`config.mk`:
```
export PLATFORM = sky130hd
export DESIGN_NAME = csr_unit_irq
export DESIGN_NICKNAME = d
export VERILOG_FILES = /design/src/rtl/csr_unit_irq.sv
export SDC_FILE = /design/constraint.sdc
export NUM_CORES = 1
export LEC_CHECK = 0
export ABC_CLOCK_PERIOD_IN_PS = 3350
export BUFFER_PORTS_ARGS = -buffer_cell sky130_fd_sc_hd__buf_2
export CAP_MARGIN = 25
export CORE_UTILIZATION = 53
export DETAILED_ROUTE_END_ITERATION = 8
export GPL_TIMING_DRIVEN = 0
export PLACE_DENSITY = 0.79
export SYNTH_ARGS = -nofsm -noshare
export SYNTH_HDL_FRONTEND = slang
export SYNTH_SLANG_ARGS = --single-unit
```
`constraint.sdc`:
```
create_clock -name clk_i -period 3.35 [get_ports clk_i]
set_input_delay 0.5025 -clock clk_i [delete_from_list [all_inputs] [get_ports clk_i]]
set_output_delay 0.5025 -clock clk_i [all_outputs]
set_load 0.02 [all_outputs]
```
`src/rtl/csr_unit_irq.sv`:
```
// -----------------------------------------------------------------------------
// csr_unit_irq -- machine-mode CSR file with interrupt support.
//
// Holds mstatus (MIE/MPIE), mie, mtvec, mscratch, mepc, mcause, a synchronised
// mip and the 64-bit mcycle/minstret counters. It resolves CSR read/modify/
// write instructions, trap entry and mret, and produces the trap target PC
// and the interrupt request for the core.
//
// Ports:
//   clk_i, rst_i       clock, asynchronous active-low reset
//   opcode_i           funct3 of the CSR instruction (RW/RS/RC and imm forms)
//   addr_i             CSR address
//   rs1_data_i         register operand
//   imm_data_i         zero-extended immediate operand
//   write_enable_i     CSR instruction commits this cycle
//   trap_i, mcause_i, pc_i   trap entry request with its cause and PC
//   mret_i             mret commits this cycle
//   instr_retired_i    one instruction retired this cycle
//   irq_i              asynchronous level-sensitive external interrupts
//   read_data_o        selected CSR value (combinational)
//   illegal_o          illegal CSR access (combinational)
//   trap_pc_o          trap target PC
//   mepc_o             mret target PC
//   irq_req_o          interrupt request to the core
//   irq_cause_o        cause value for the highest-priority pending interrupt
// -----------------------------------------------------------------------------
module csr_unit_irq #(
  parameter int unsigned XLEN        = 32,
  parameter int unsigned NUM_IRQ     = 16,
  parameter bit          VECTORED_EN = 1'b1
) (
  input  logic               clk_i,
  input  logic               rst_i,
  input  logic [2:0]         opcode_i,
  input  logic [11:0]        addr_i,
  input  logic [XLEN-1:0]    rs1_data_i,
  input  logic [XLEN-1:0]    imm_data_i,
  input  logic               write_enable_i,
  input  logic               trap_i,
  input  logic [XLEN-1:0]    mcause_i,
  input  logic [XLEN-1:0]    pc_i,
  input  logic               mret_i,
  input  logic               instr_retired_i,
  input  logic [NUM_IRQ-1:0] irq_i,
  output logic [XLEN-1:0]    read_data_o,
  output logic               illegal_o,
  output logic [XLEN-1:0]    trap_pc_o,
  output logic [XLEN-1:0]    mepc_o,
  output logic               irq_req_o,
  output logic [XLEN-1:0]    irq_cause_o
);

  localparam logic [11:0] ADDR_MSTATUS   = 12'h300;
  localparam logic [11:0] ADDR_MIE       = 12'h304;
  localparam logic [11:0] ADDR_MTVEC     = 12'h305;
  localparam logic [11:0] ADDR_MSCRATCH  = 12'h340;
  localparam logic [11:0] ADDR_MEPC      = 12'h341;
  localparam logic [11:0] ADDR_MCAUSE    = 12'h342;
  localparam logic [11:0] ADDR_MIP       = 12'h344;
  localparam logic [11:0] ADDR_MCYCLE    = 12'hB00;
  localparam logic [11:0] ADDR_MINSTRET  = 12'hB02;
  localparam logic [11:0] ADDR_MCYCLEH   = 12'hB80;
  localparam logic [11:0] ADDR_MINSTRETH = 12'hB82;

  logic                 mstatus_mie_r;
  logic                 mstatus_mpie_r;
  logic [NUM_IRQ-1:0]   mie_r;
  logic [XLEN-1:0]      mtvec_r;
  logic [XLEN-1:0]      mscratch_r;
  logic [XLEN-1:0]      mepc_r;
  logic [XLEN-1:0]      mcause_r;
  logic [NUM_IRQ-1:0]   irq_sync_r;
  logic [NUM_IRQ-1:0]   mip_r;
  logic [63:0]          mcycle_r;
  logic [63:0]          minstret_r;

  logic [XLEN-1:0]      rdata_s;
  logic                 mapped_s;
  logic                 illegal_s;
  logic                 wen_s;
  logic [XLEN-1:0]      operand_s;
  logic [XLEN-1:0]      wdata_s;
  logic [NUM_IRQ-1:0]   irq_pend_s;
  logic [XLEN-2:0]      irq_code_s;
  logic [XLEN-1:0]      tvec_base_s;
  logic [XLEN-1:0]      trap_pc_s;

  // Read mux and address decode; unmapped addresses read as zero.
  always_comb begin
    rdata_s  = {XLEN{1'b0}};
    mapped_s = 1'b1;
    case (addr_i)
      ADDR_MSTATUS: begin
        rdata_s[3] = mstatus_mie_r;
        rdata_s[7] = mstatus_mpie_r;
      end
      ADDR_MIE:       rdata_s[16 +: NUM_IRQ] = mie_r;
      ADDR_MTVEC:     rdata_s = mtvec_r;
      ADDR_MSCRATCH:  rdata_s = mscratch_r;
      ADDR_MEPC:      rdata_s = mepc_r;
      ADDR_MCAUSE:    rdata_s = mcause_r;
      ADDR_MIP:       rdata_s[16 +: NUM_IRQ] = mip_r;
      ADDR_MCYCLE:    rdata_s = XLEN'(mcycle_r[31:0]);
      ADDR_MINSTRET:  rdata_s = XLEN'(minstret_r[31:0]);
      ADDR_MCYCLEH:   rdata_s = XLEN'(mcycle_r[63:32]);
      ADDR_MINSTRETH: rdata_s = XLEN'(minstret_r[63:32]);
      default:        mapped_s = 1'b0;
    endcase
  end

  // Read-modify-write value; funct3[2] selects the immediate operand.
  always_comb begin
    if (opcode_i[2]) begin
      operand_s = imm_data_i;
    end else begin
      operand_s = rs1_data_i;
    end
    case (opcode_i[1:0])
      2'b01:   wdata_s = operand_s;
      2'b10:   wdata_s = rdata_s | operand_s;
      2'b11:   wdata_s = rdata_s & ~operand_s;
      default: wdata_s = rdata_s;
    endcase
  end

  assign illegal_s = write_enable_i & (~mapped_s | (addr_i == ADDR_MIP));
  assign wen_s     = write_enable_i & ~illegal_s;

  // Architectural CSRs; trap beats mret beats a CSR write to the same register.
  always_ff @(posedge clk_i or negedge rst_i) begin
    if (!rst_i) begin
      mstatus_mie_r  <= 1'b0;
      mstatus_mpie_r <= 1'b0;
      mie_r          <= {NUM_IRQ{1'b0}};
      mtvec_r        <= {XLEN{1'b0}};
      mscratch_r     <= {XLEN{1'b0}};
      mepc_r         <= {XLEN{1'b0}};
      mcause_r       <= {XLEN{1'b0}};
    end else begin
      if (trap_i) begin
        mstatus_mpie_r <= mstatus_mie_r;
        mstatus_mie_r  <= 1'b0;
      end else if (mret_i) begin
        mstatus_mie_r  <= mstatus_mpie_r;
        mstatus_mpie_r <= 1'b1;
      end else if (wen_s && (addr_i == ADDR_MSTATUS)) begin
        mstatus_mie_r  <= wdata_s[3];
        mstatus_mpie_r <= wdata_s[7];
      end

      if (trap_i) begin
        mepc_r   <= pc_i & ~XLEN'(3);
        mcause_r <= mcause_i;
      end else begin
        if (wen_s && (addr_i == ADDR_MEPC)) begin
          mepc_r <= wdata_s & ~XLEN'(3);
        end
        if (wen_s && (addr_i == ADDR_MCAUSE)) begin
          mcause_r <= wdata_s;
        end
      end

      if (wen_s && (addr_i == ADDR_MIE)) begin
        mie_r <= wdata_s[16 +: NUM_IRQ];
      end
      // mtvec[1] is hard-wired low; mode bit 0 only survives if vectoring exists.
      if (wen_s && (addr_i == ADDR_MTVEC)) begin
        mtvec_r <= {wdata_s[XLEN-1:2], 1'b0, (VECTORED_EN ? wdata_s[0] : 1'b0)};
      end
      if (wen_s && (addr_i == ADDR_MSCRATCH)) begin
        mscratch_r <= wdata_s;
      end
    end
  end

  // 64-bit counters; a write to one half replaces it and skips that cycle's increment.
  always_ff @(posedge clk_i or negedge rst_i) begin
    if (!rst_i) begin
      mcycle_r   <= 64'd0;
      minstret_r <= 64'd0;
    end else begin
      if (wen_s && (addr_i == ADDR_MCYCLE)) begin
        mcycle_r[31:0] <= 32'(wdata_s);
      end else if (wen_s && (addr_i == ADDR_MCYCLEH)) begin
        mcycle_r[63:32] <= 32'(wdata_s);
      end else begin
        mcycle_r <= mcycle_r + 64'd1;
      end

      if (wen_s && (addr_i == ADDR_MINSTRET)) begin
        minstret_r[31:0] <= 32'(wdata_s);
      end else if (wen_s && (addr_i == ADDR_MINSTRETH)) begin
        minstret_r[63:32] <= 32'(wdata_s);
      end else if (instr_retired_i) begin
        minstret_r <= minstret_r + 64'd1;
      end
    end
  end

  // Two-flop synchroniser for the asynchronous interrupt lines; second stage is mip.
  always_ff @(posedge clk_i or negedge rst_i) begin
    if (!rst_i) begin
      irq_sync_r <= {NUM_IRQ{1'b0}};
      mip_r      <= {NUM_IRQ{1'b0}};
    end else begin
      irq_sync_r <= irq_i;
      mip_r      <= irq_sync_r;
    end
  end

  assign irq_pend_s = mip_r & mie_r;

  // Lowest-numbered pending line wins; scanning downward leaves the lowest set index.
  always_comb begin
    irq_code_s = (XLEN-1)'(16);
    for (int i = int'(NUM_IRQ) - 1; i >= 0; i--) begin
      if (irq_pend_s[i]) begin
        irq_code_s = (XLEN-1)'(16 + i);
      end else begin
        irq_code_s = irq_code_s;
      end
    end
  end

  // Trap target: vectored mode offsets the base by 4*cause only for interrupts.
  always_comb begin
    tvec_base_s = {mtvec_r[XLEN-1:2], 2'b00};
    if ((mtvec_r[1:0] == 2'b01) && mcause_r[XLEN-1]) begin
      trap_pc_s = tvec_base_s + {mcause_r[XLEN-3:0], 2'b00};
    end else begin
      trap_pc_s = tvec_base_s;
    end
  end

  assign read_data_o = rdata_s;
  assign illegal_o   = illegal_s;
  assign trap_pc_o   = trap_pc_s;
  assign mepc_o      = mepc_r;
  assign irq_req_o   = mstatus_mie_r & (|irq_pend_s);
  assign irq_cause_o = {1'b1, irq_code_s};

endmodule

```
-- Word level (Yosys, flattened, before mapping)
Index checks and enable logic that the tools add are counted.
Widths: inputs -> output; s select.
- flip-flop bits (word level): 305
- output and inout port bits: 130
- $add $sub $neg: 3
- equality and inequality tests: 16
- muxes and demuxes: 43
- bitwise operators: 11
- reduce and logical (&&, ||, !) cells: 20
- operators with widths (cell ; count):
    $mux 31 ; 15
    $mux 32 ; 12
    $pmux 16 s10 ; 1
    $add 64x1->64 const B ; 2
    $pmux 32 s3 ; 1
    $eq 12x10->1 const B ; 7
    $mux 64 ; 1
    $pmux 8 s8 ; 1
    $eq 12x12->1 const B ; 4
    $pmux 3 s8 ; 2
    $add 32x32->32 ; 1
    $and 32x32->32 ; 1
    $not 32->32 ; 1
    $or 32x32->32 ; 1
    $pmux 1 s9 ; 2
    $and 16x16->16 ; 1
    $reduce_or 16->1 ; 1
    $logic_and 1x1->1 ; 11
    $reduce_or 11->1 ; 1
    $reduce_bool 2->1 ; 4
    $mux 1 ; 7
    $eq 2x2->1 const B ; 2
    $mux 4 ; 1
    $ne 2x2->1 const B ; 2
    6 further kinds ; 11

-- Logic depth before layout (Yosys ltp)
- depth in word-level cells: 17
- gate-level depth with buffers: 13

-- Worst setup path before layout
Ideal clock, no wire load.
- path kind: register -> output
- from: register mtvec_r[15]
- to: output trap_pc_o[28]
- data arrival time: 2941 ps
- data required time: 2847 ps
- path slack: -93 ps
- stages on the path, launching flop included: 11
- path through: dfrtp_1 -> ha_1 -> a21o_1 -> a21o_1 -> a221oi_1 -> nand4_1 -> a32o_1 -> or3_1 -> a31oi_1 -> xor2_1 -> o21ai_0
- word-level cells in the longest chain between the ends: 2
- RTL lines (element ; line ; RTL):
    from (decl) ; 68 ; logic [XLEN-1:0] mtvec_r;
    from (signal assigned) ; 135 ; mtvec_r <= {XLEN{1'b0}};
    from (signal assigned) ; 168 ; mtvec_r <= {wdata_s[XLEN-1:2], 1'b0, (VECTORED_EN ? wdata_s[0] : 1'b0)};
    $add 32x32->32 ; 229 ; trap_pc_s = tvec_base_s + {mcause_r[XLEN-3:0], 2'b00};
    $mux 32 ; 228 ; if ((mtvec_r[1:0] == 2'b01) && mcause_r[XLEN-1]) begin
    to (decl) ; 47 ; output logic [XLEN-1:0] trap_pc_o,
No other way between the ends.

-- Worst setup path after layout
- from: register mtvec_r[2]
- to: output trap_pc_o[28]
Same word-level chain as after synthesis.

==> flow_summary.ini <==
[drt]
routed_wl_mm = 92.5
routedWlPerCell_um = 28.4
drt_first_pass_iters = 7
routed_via_density = 6.91
drcViolationCount = 0
via_count = 22489
drt-initial-drc-count = 3478
postRouteAntennaNets = 0

[pwr]
powerDensity_nw_per_um2 = 396
p_total_mw = 9.64
ir_drop_v = 0.000431
p_leak_nw = 10.8

[timing]
max_slew_margin_pct = 25.9
skew_ps = 17.6
rsz0062_at_grt = yes
final.period_utilization_pct = 121
fin_ws_ps = -717
max_freq_ghz = 0.246
period_needed_ps = 4070
final-setup-viol-count = 22
finalHoldViolCount = 27
setup_tns_ps = -6860
drv_slew = 0
tightest_slew_ps = 1110
holdWs_ps = -55.3

[yosys]
syn_area_per_cell_um2 = 8.39
synth_most_common_cell = nand2_1
ys_ff_latch = 303
yosys-top-cells-count = nand2_1 (351), dfrtp_1 (303), o21ai_0 (259)
yosysTopAreaCell = dfrtp_1
ys.flop_type = dfrtp_1
syn-cell-area_um2 = 19900
yosysSeqAreaShare_pct = 38.1
netlist_instances = 2372
synth_cell_type_count = 91
async_reset_ff_share_pct = 100
synth_edf_count = 0
synth.area.top_cells = dfrtp_1 (38%), nand2_1 (6.6%), o21ai_0 (6.5%)
ys_warn_count = 0
synth.top_cell.area_share_pct = 38.1

[critical_path]
rrSetupSlack_ps = 50
required_ps = 2850
crit_path_max_fanout = 3
critPathLaunch = mtvec_r[2]
regToRegEndpoint = minstret_r[49]
r2r_cells = 9
rr_startpoint = minstret_r[10]
slowest_stage = dfrtp_1
cpPeakStageDelay_ps = 410
worst_setup_path_end_kind = output port
crit_chain = ha_2 -> inv_2 -> fa_2 -> nor2b_2 -> o31a_1 -> o2111ai_4 -> nand4_1 -> a32o_2 -> or3_1 -> a31oi_1 -> xor2_1 -> o21ai_1 -> buf_4
start_kind = flop
cp_top_family = compound AO/OA/AOI/OAI gates
crit_arrival_ps = 3560
path_buf_inv = 2
critical_path_class = flop to output port

[floorplan]
num_rows = 70
core-area_um2 = 36800
start_util_pct = 54.1
die_y_um = 196
die_x_um = 196
die_area_um2 = 38300
ios = 295

[clocking]
path_clk_slew_ps = 60
clk_latency_ps = 550
clock-root-buffer = clkbuf_16
cts_buffers = 36
cts_tree = yes
ctsLongestPathBuffers = 3
cts_sinks = 303
h-tree-depth = 2

[grt]
grt_pass1_wl_mm = 134
grt_remaining_overflow = 0
grt_max_degree = 122
grt_pass1_vias = 20848
antenna_found_initial = 3
track_usage_pct = 47.6

[outcome]
status = finished, violations left
violations = negative hold slack, negative setup slack

[place]
dp.final_hpwl_mm = 71.0
portBuffers = 252
place.gp.congestion = 1.05
place_ws_ps = -1100
post-place-cells = 3139

[finish]
final_cells = 3255
syn_to_final_growth_pct = 22.3
finalNetCount = 2959
drive_gt1_share_pct = 22.4

[hold_path]
hold_path_class = input pin to async pin

[flow_run]
max-cap-violations = 0
-- registers in the layout, indices dropped and copies added (netlist names), 16 cells and up --
signal	flops
mcycle_r	64
mcause_r	32
mtvec_r	31
mscratch_r	32
mie_r	16
irq_sync_r	16
minstret_r	64
mip_r	16
mepc_o	30
-- layout make-up --
cell class,instances,area (um2)
fill,3129,12400
multi-input combinational,1884,12000
sequential,303,7600
timing repair buffer,325,1950
clock buffer,49,1050
buffer,172,851
tap,468,586
clock inverter,13,195
inverter,40,150
antenna,1,2.50
-- power breakdown --
group          switching [mW]  leakage [nW]  internal (mW)
Combinational           0.852          6.39          0.448
Clock                    1.68         0.613           2.58
Sequential              0.263          3.84           3.83
Total                    2.79          10.8           6.85
-- timing repair --
item	in CTS	in global routing
endpoints found under the setup margin	275	169
pin swaps	37	34
setup buffers	32	24
gates resized for setup	120	66
endpoints found under the hold margin	0	0
hold buffers	0	0
cloned	0	0
-- cell families after synthesis --
kind of cell | share of synthesized area (%)
flip-flops | 38.1
XOR/XNOR | 3.83
AO/OA/AOI/OAI | 23.2
adder cells (fa/ha/maj) | 2.05
buffers and inverters | 4.87
multiplexers | 7.03
other | 0.0377
AND/OR/NAND/NOR | 20.9
-- how the worst max path moves through the flow --
stage	cells after the start	to	slack (ps)
3_5_place_dp	10	mcycle_r[29]	-1100
4_1_cts	13	trap_pc_o[28]	-680
5_1_grt	13	trap_pc_o[28]	-790
3_3_place_gp	1	mepc_o[26]	-4080
6_report	13	trap_pc_o[28]	-720
2_1_floorplan	10	trap_pc_o[28]	60
-- layout by cell type (no fill, tap or decap), types with 37 or more instances in the layout --
cell       count
nand2_1      348
dfrtp_1      290
buf_2        254
o21ai_0      230
nor2_1       173
a21oi_1      145
buf_4        112
mux2i_1       97
nand3_1       92
clkbuf_1      90
xor2_1        55
nor3_1        44
inv_1         39
nand4_1       39
and3_1        38
mux2_2        37
clkbuf_16     37
-- metrics by stage --
step	area, um2	utilization, %
5_1_grt	24300	66.2
3_3_place_gp	21900	59.4
3_5_place_dp	22100	60.0
2_1_floorplan	20000	-
6_report	24300	66.2
4_1_cts	24000	65.1
-- layer usage --
| metal | global-route usage (%) | part of all wire (%) | vias up |
|---|---|---|---|
| met4 | 29.4 | 7.3 | 2 |
| met3 | 13.6 | 14 | 395 |
| li1 | - | - | 9423 |
| met2 | 68.8 | 42 | 1872 |
| met5 | 0 | 0.018 | - |
| met1 | 63.1 | 37 | 10797 |
Note: power is estimated with default switching activity, not from simulation.
